## config.mk

```make
export PLATFORM = sky130hd
export DESIGN_NAME = map_access_arbiter
export DESIGN_NICKNAME = d
export VERILOG_FILES = /design/src/rtl/map_access_arbiter.sv
export SDC_FILE = /design/constraint.sdc
export NUM_CORES = 1
export LEC_CHECK = 0
export CORE_MARGIN = 1
export CORE_UTILIZATION = 41
export DETAILED_ROUTE_END_ITERATION = 12
export HOLD_SLACK_MARGIN = 0.12
export PLACE_DENSITY = 0.86
export SLEW_MARGIN = 20
export SYNTH_ARGS = -nofsm -noshare
export SYNTH_HDL_FRONTEND = slang
export SYNTH_SLANG_ARGS = --single-unit
```

## constraint.sdc

```tcl
create_clock -name sync -period 4.2 [get_ports sync]
set_input_delay 0.84 -clock sync [delete_from_list [all_inputs] [get_ports sync]]
set_output_delay 0.84 -clock sync [all_outputs]
set_load 0.02 [all_outputs]
```

## src/rtl/map_access_arbiter.sv

```systemverilog
// Single-port access arbiter for the obstacle map RAM: editor writes, search and display reads,
// coordinate screening, and map clearing after reset or on request.
module map_access_arbiter #(
   parameter int unsigned GRID_W  = 40,
   parameter int unsigned GRID_H  = 40,
   parameter int unsigned COORD_W = 8,
   parameter int unsigned ADDR_W  = 11
) (
   input  logic               sync,
   input  logic               reset,
   input  logic               clear_req,
   output logic               clear_done,
   output logic               busy,
   input  logic               ed_req,
   input  logic [COORD_W-1:0] ed_x,
   input  logic [COORD_W-1:0] ed_y,
   input  logic               ed_wdata,
   output logic               ed_gnt,
   output logic               ed_err,
   input  logic               se_req,
   input  logic [COORD_W-1:0] se_x,
   input  logic [COORD_W-1:0] se_y,
   output logic               se_gnt,
   output logic               se_rvalid,
   output logic               se_rdata,
   input  logic               dp_req,
   input  logic [COORD_W-1:0] dp_x,
   input  logic [COORD_W-1:0] dp_y,
   output logic               dp_gnt,
   output logic               dp_rvalid,
   output logic               dp_rdata,
   output logic               ram_en,
   output logic               ram_we,
   output logic [ADDR_W-1:0]  ram_addr,
   output logic               ram_wdata,
   input  logic               ram_rdata
);

   localparam logic [COORD_W-1:0] GridWC   = COORD_W'(GRID_W);
   localparam logic [COORD_W-1:0] GridHC   = COORD_W'(GRID_H);
   localparam logic [ADDR_W-1:0]  GridWA   = ADDR_W'(GRID_W);
   localparam logic [ADDR_W-1:0]  LastAddr = ADDR_W'(GRID_W * GRID_H - 1);

   typedef enum logic [1:0] {Start, Clear, Serve} stateT;

   stateT             state, stateNext;
   logic [ADDR_W-1:0] clrCnt, clrCntNext;
   logic              rrPtr, rrPtrNext;
   logic              clearDoneQ, clearDoneNext;
   logic              edErrQ;
   logic              seRvalidQ, seOorQ, seHeld;
   logic              dpRvalidQ, dpOorQ, dpHeld;

   logic               inServe;
   logic               edGnt, seGnt, dpGnt, anyGnt;
   logic [COORD_W-1:0] selX, selY;
   logic               inRange;
   logic [ADDR_W-1:0]  linAddr;

   // Editor always wins; rrPtr breaks ties between the two readers (0 = search first).
   assign inServe = (state == Serve);
   assign edGnt   = inServe & ed_req;
   assign seGnt   = inServe & ~ed_req & se_req & (~dp_req | ~rrPtr);
   assign dpGnt   = inServe & ~ed_req & dp_req & (~se_req | rrPtr);
   assign anyGnt  = edGnt | seGnt | dpGnt;

   always_comb begin
      selX = dp_x;
      selY = dp_y;
      if (edGnt) begin
         selX = ed_x;
         selY = ed_y;
      end else if (seGnt) begin
         selX = se_x;
         selY = se_y;
      end
   end

   // The sentinel (all ones) is always >= the grid size, so it falls out as out-of-range.
   assign inRange = (selX < GridWC) && (selY < GridHC);
   assign linAddr = ADDR_W'(selY) * GridWA + ADDR_W'(selX);

   always_comb begin
      stateNext     = state;
      clrCntNext    = clrCnt;
      rrPtrNext     = rrPtr;
      clearDoneNext = 1'b0;
      ram_en        = 1'b0;
      ram_we        = 1'b0;
      ram_wdata     = 1'b0;
      ram_addr      = '0;
      unique case (state)
         Start: begin
            clrCntNext = '0;
            stateNext  = Clear;
         end
         Clear: begin
            ram_en   = 1'b1;
            ram_we   = 1'b1;
            ram_addr = clrCnt;
            if (clrCnt == LastAddr) begin
               clrCntNext    = '0;
               clearDoneNext = 1'b1;
               stateNext     = Serve;
            end else begin
               clrCntNext = clrCnt + ADDR_W'(1);
            end
         end
         Serve: begin
            if (anyGnt && inRange) begin
               ram_en    = 1'b1;
               ram_we    = edGnt;
               ram_wdata = edGnt & ed_wdata;
               ram_addr  = linAddr;
            end
            if (seGnt) rrPtrNext = 1'b1;
            if (dpGnt) rrPtrNext = 1'b0;
            if (clear_req) begin
               clrCntNext = '0;
               stateNext  = Clear;
            end
         end
         default: stateNext = Start;
      endcase
   end

   always_ff @(posedge sync or negedge reset) begin
      if (!reset) begin
         state      <= Start;
         clrCnt     <= '0;
         rrPtr      <= 1'b0;
         clearDoneQ <= 1'b0;
         edErrQ     <= 1'b0;
         seRvalidQ  <= 1'b0;
         seOorQ     <= 1'b0;
         seHeld     <= 1'b0;
         dpRvalidQ  <= 1'b0;
         dpOorQ     <= 1'b0;
         dpHeld     <= 1'b0;
      end else begin
         state      <= stateNext;
         clrCnt     <= clrCntNext;
         rrPtr      <= rrPtrNext;
         clearDoneQ <= clearDoneNext;
         edErrQ     <= edGnt & ~inRange;
         seRvalidQ  <= seGnt;
         seOorQ     <= seGnt & ~inRange;
         dpRvalidQ  <= dpGnt;
         dpOorQ     <= dpGnt & ~inRange;
         if (seRvalidQ) seHeld <= se_rdata;
         if (dpRvalidQ) dpHeld <= dp_rdata;
      end
   end

   // Read data is taken live from the RAM in the rvalid cycle, then held until the next one.
   assign se_rdata   = seRvalidQ ? (seOorQ | ram_rdata) : seHeld;
   assign dp_rdata   = dpRvalidQ ? (dpOorQ | ram_rdata) : dpHeld;
   assign se_rvalid  = seRvalidQ;
   assign dp_rvalid  = dpRvalidQ;
   assign ed_gnt     = edGnt;
   assign se_gnt     = seGnt;
   assign dp_gnt     = dpGnt;
   assign ed_err     = edErrQ;
   assign clear_done = clearDoneQ;
   // Gated by reset so every output is low the moment reset is asserted.
   assign busy       = reset & (state != Serve);

endmodule

```

# Word level (Yosys, flattened, before mapping)
# Cells that the tools add are included.
# op_classes
mux	24
n_eq_ne	6
magnitude_cmp	2
multipliers	1
reduce_logical	8
n_addsub	2
div	0
n_bitwise	22
n_shift	0
# ops
op	count
2-to-1 mux 11 bit	3
case mux 11 bit (3 select lines)	1
2-to-1 mux 8 bit	4
case mux 11 bit (2 select lines)	1
less-than comparator 8 x 6 -> 1 bit, second input constant	2
adder 11 x 1 -> 11 bit, second input constant	1
adder 11 x 8 -> 11 bit	1
AND 1 bit	11
== test 11 bit, second input constant	1
2-to-1 mux 1 bit	10
multiplier 8 x 3 -> 8 bit, second input constant	1
inequality test 2 bit, second input constant	3
bitwise OR 1 bit	6
case mux 2 bit (3 select lines)	1
AND reduction 2 bit	3
NOT 1 bit	5
2-to-1 mux 2 bit	2
case mux 1 bit (2 select lines)	2
nonzero test 3 bit	1
== test 2 x 1 -> 1 bit, second input constant	1
== test 2 bit, second input constant	1
logical AND 1 bit	2
logical NOT 2 bit	1
nonzero test 2 bit	1
# word_totals
latchBits	0
inputBits	56
ff_bits	22
ram_bits	0
mem_bits_ro	0
output_inout_bits	24
mem_count	0

# Logic depth before layout (Yosys ltp)
# logic_depth
ltp_word	11
mapped_depth	18
ltp_nobuf	16

# Least setup slack after synthesis
# OpenSTA, ideal clock, no wires.
# synth_timing
kind	input to output
from	input se_req
to	output ram_addr[10]
setup_slack_ns	-0.402
arrival_time_ns	3.762
t_required_ns	3.360
n_path_buf	1
path_stages	15
cell_sequence	a21boi_4 nand3_2 buf_6 mux2i_1 a21oi_1 ha_1 ha_1 fa_1 a21o_1 a21oi_1 xnor2_1 xnor2_1 xnor2_1 xnor2_1 o31ai_2
# synth_via
elab_chain_cells	9
word_cells_on_any_way	19
# synth_rtl
element	line_no	text
start: declaration	20	input logic se_req,
branches (longest 7 deep; another with adder 11 x 8 -> 11 bit)	--	
2-to-1 mux 11 bit *	110	if (anyGnt && inRange) begin
case mux 11 bit (2 select lines) *	92	unique case (state)
end: declaration	34	output logic [ADDR_W-1:0] ram_addr,
# Every way passes the cells marked *.

# Worst setup path after layout
# layout_timing
from	input se_y[5]
to	output ram_addr[10]
# layout_via
elab_chain_cells	7
word_cells_on_any_way	9
# layout_rtl
element	line_no	text
start: declaration	22	input logic [COORD_W-1:0] se_y,
2-to-1 mux 8 bit *	73	end else if (seGnt) begin
2-to-1 mux 8 bit *	70	if (edGnt) begin
branches (longest 3 deep; another with adder 11 x 8 -> 11 bit)	--	
2-to-1 mux 11 bit *	110	
case mux 11 bit (2 select lines) *	92	
# Marks and branches as above.

==> qor.txt <==
Critical Path End Type -> output port
Wire length per cell -> 15.5 microns
Crit path max fanout -> 2
Worst-margin pin slew -> 0.483 ns
# Max-Cap Violations -> 0
Port Buffers -> 79
Fin Hold WS -> 0.505 ns
Clock skew -> 0.00357 ns
Largest net degree at the start of global routing -> 23
DRC Markers -> 0
GRT Total Usage -> 26.7%
Final period demand of the worst path -> 4.63 ns
Syn Area/Cell -> 8.33 sq um
Cell count after synthesis -> 254
Cts bufs inserted -> 3
First-pass GRT wire length -> 11300 microns
Data arrival time of the critical path -> 3.79 ns
Vias -> 2468
Clock transition at path regs -> 0.07 ns
Gate power share -> 44.1%
TritonCTS clock tree -> built
Yosys reg bits -> 22
Most frequent cells in the layout -> clkdlybuf4s50_1, buf_4, nor2_1, dfrtp_1, nand2_1
Pins Over Slew Limit -> 0
Final hold vios -> 0
Final-report setup violation count -> 4
Util after Layout -> 73.0%
Sw frac -> 28.5%
Syn_nets -> 332
Dpl ws -> -1.22 ns
Maximum VDD drop -> 93.8 uV
Via-to-Cell Ratio -> 5.51
Clock Tree Root -> clkbuf_8
Power density over cell area -> 173 nW/um^2
Area share of the largest cell type after synthesis -> 26.0%
Critical path's most frequent cell -> xnor2_1
CTS H-tree lvls -> 1
Async SR Flop Fraction -> 100%
Count of flip-flops with a built-in enable after synthesis -> 0
Vias in the first global route -> 2604
Crit start category -> primary input
Number of top-level pins -> 80
Failing checks -> negative setup slack
Clk sink count -> 22
Max clock buf depth -> 2
Switching pwr -> 0.000175 W
Worst relative slew slack -> 67.4%
Outcome -> finished, violations left
Buffers & Inverters on Critical Path -> 2
Critical path's slowest cell -> clkdlybuf4s50_1
Hold_buf cts -> 0
Synth area leader -> dfrtp_1
Final cell count without fillers -> 448
Final net count -> 461
N_diodes -> 0
Clock power frac -> 21.1%
Initial antenna violation count -> 0
Initial DRC Count -> 197
Critical-path cell list -> clkdlybuf4s50_1, o32ai_1, a21oi_1, ha_1, ha_1, a21o_1, a21oi_2, xnor2_2, xnor2_1, xnor2_1, xnor2_1, o31ai_4, buf_6
Post-route setup slack -> -0.426 ns
Largest cells by area after synthesis -> dfrtp_1, ha_1, nor2_1, a21oi_1, nand2_1
Initial Util -> 43.6%
Layout Area Growth over Synthesis -> 67.4%
Syn. warnings -> 0
Die height -> 73.8 microns
Power Internal -> 0.000439 W
Post-Place Cells -> 439
Tcrit/Tclk final -> 110%
Die Area -> 5450 sq um
FP Rows -> 25
Placer Congestion -> 0.927
Worst Setup SP -> se_y[5]
Crit path largest cell delay -> 0.42 ns
RSZ-0062 raised after global routing -> true
Worst r2r src -> state[0]
Post-Syn Area -> 2120 sq um
Die Width -> 73.8 microns
Max Freq -> 0.216 GHz
Hold Startpoint -> dp_rvalid
Antenna viol nets, final -> 0
Drt first pass iters -> 4
Critical path type -> primary input to output port
Core Region -> 4850 sq um
Aggregate routed wire length -> 6940 microns
Hold/Removal Path Class -> flop to flop
Most common cell after layout, fill and taps aside -> clkdlybuf4s50_1
Clk_lat worst skew -> 0.26 ns
Register area share after synthesis -> 26.0%
Top Family by Delay on Critical Path -> compound AO/OA/AOI/OAI gates
Share of cells above drive strength 1 -> 29.4%
Reg power frac -> 34.8%
Synth Flop Type -> dfrtp_1
Grt ovf -> 0
HPWL Detailed -> 5310 microns
Lkg Pwr -> 1.60 nW
WP data required -> 3.36 ns
Synth cell types -> 47
## stage by stage
step | cell area (sq um) | TNS, ns | total power [W]
floorplan | 2220 | -0.287 | 0.000332
global placement | 3390 | -8.94 | 0.000449
detailed placement | 3390 | -9.49 | 0.000455
CTS | 3510 | -1.07 | 0.000599
global route | 3540 | -1.69 | 0.000643
finish | 3540 | -1.22 | 0.000614
## kinds of logic (layout without fill, tap and decap cells)
kind of cell / after synthesis / in the layout / share of synthesized area, %
AOI/OAI and AO/OA: 70 / 70 / 23.9
and+or+nand+nor: 95 / 96 / 22.5
xor gates and xnor gates: 14 / 14 / 5.80
adders and majority gates: 22 / 22 / 13.7
muxes: 5 / 5 / 2.37
DFF: 22 / 22 / 26.0
buffers and inverters: 26 / 152 / 5.74
## per-layer routing
layer,wire length [microns],track usage (%),part of all wire (%)
met1,2720,29.2,39
met2,3570,49.9,51
met3,381,4.12,5.5
met4,269,12.6,3.9
met5,0,0,0
## flip-flops by register name, summed over array words and instances (netlist names)
signal and cells:
dpHeld 1, dp_rvalid 1, clear_done 1, dpOorQ 1, se_rvalid 1, seOorQ 1
rrPtr 1, seHeld 1, state 2, ed_err 1, clrCnt 11
## power groups by stage
stage               clock network (W)  registers [W]  logic, W
floorplan                           0       0.000217  0.000115
global placement                    0       0.000218  0.000232
detailed placement                  0       0.000218  0.000238
CTS                          0.000130       0.000213  0.000256
global route                 0.000139       0.000214  0.000290
finish                       0.000129       0.000213  0.000271
## final timing paths
| check | slack, ns | end | depth (start not counted) |
|---|---|---|---|
| setup / recovery | -0.43 | ram_addr[10] | 13 |
| hold / removal | 0.50 | dpHeld | 1 |
| setup reg to reg | 1.79 | clrCnt[7] | 9 |
| hold reg to reg | 0.50 | dpHeld | 1 |
| max in group asynchronous | 3.03 | clrCnt[0] | 2 |
| min in group asynchronous | 0.95 | dpHeld | 2 |
## worst reg2reg max path: stages, from the launching register on
cell,delay [ns]
dfrtp_1,0.35
inv_1,0.08
ha_4,0.20
buf_4,0.16
nor2b_1,0.15
nor2_1,0.33
nand2_1,0.12
or3_1,0.43
or3_1,0.36
a21oi_1,0.15
## synth_stat cells, types with 2 or more instances
cell type	instances
inv_1	15
nand3_1	6
nand2_1	22
and2_1	5
a2bb2oi_1	7
xor2_1	8
nand4_1	2
a21o_1	3
fa_1	2
xnor2_1	6
o221a_2	7
dfrtp_1	22
o22ai_1	3
inv_2	2
ha_1	20
clkbuf_1	3
o21ai_2	2
buf_6	2
or3_1	12
buf_4	2
a31oi_1	4
a21oi_1	22
mux2i_1	5
o32ai_1	2
nor2_1	36
o21ai_0	11
nor2b_1	3
## layout make-up
class,instances,area [sq um]
fill,330,1310
sequential,22,551
timing repair buffer,131,1160
inverter,18,73.8
clock buffer,3,41.3
multi-input combinational,207,1640
tap,67,83.8
## timing repair
item | 4_1_cts | 5_1_grt
gates resized for setup | 58 | 23
endpoints found under the setup margin | 14 | 11
pin swaps | 21 | 14
cloned | 1 | 0
buffers inserted | 4 | 1
(Power assumes the default switching activity.)
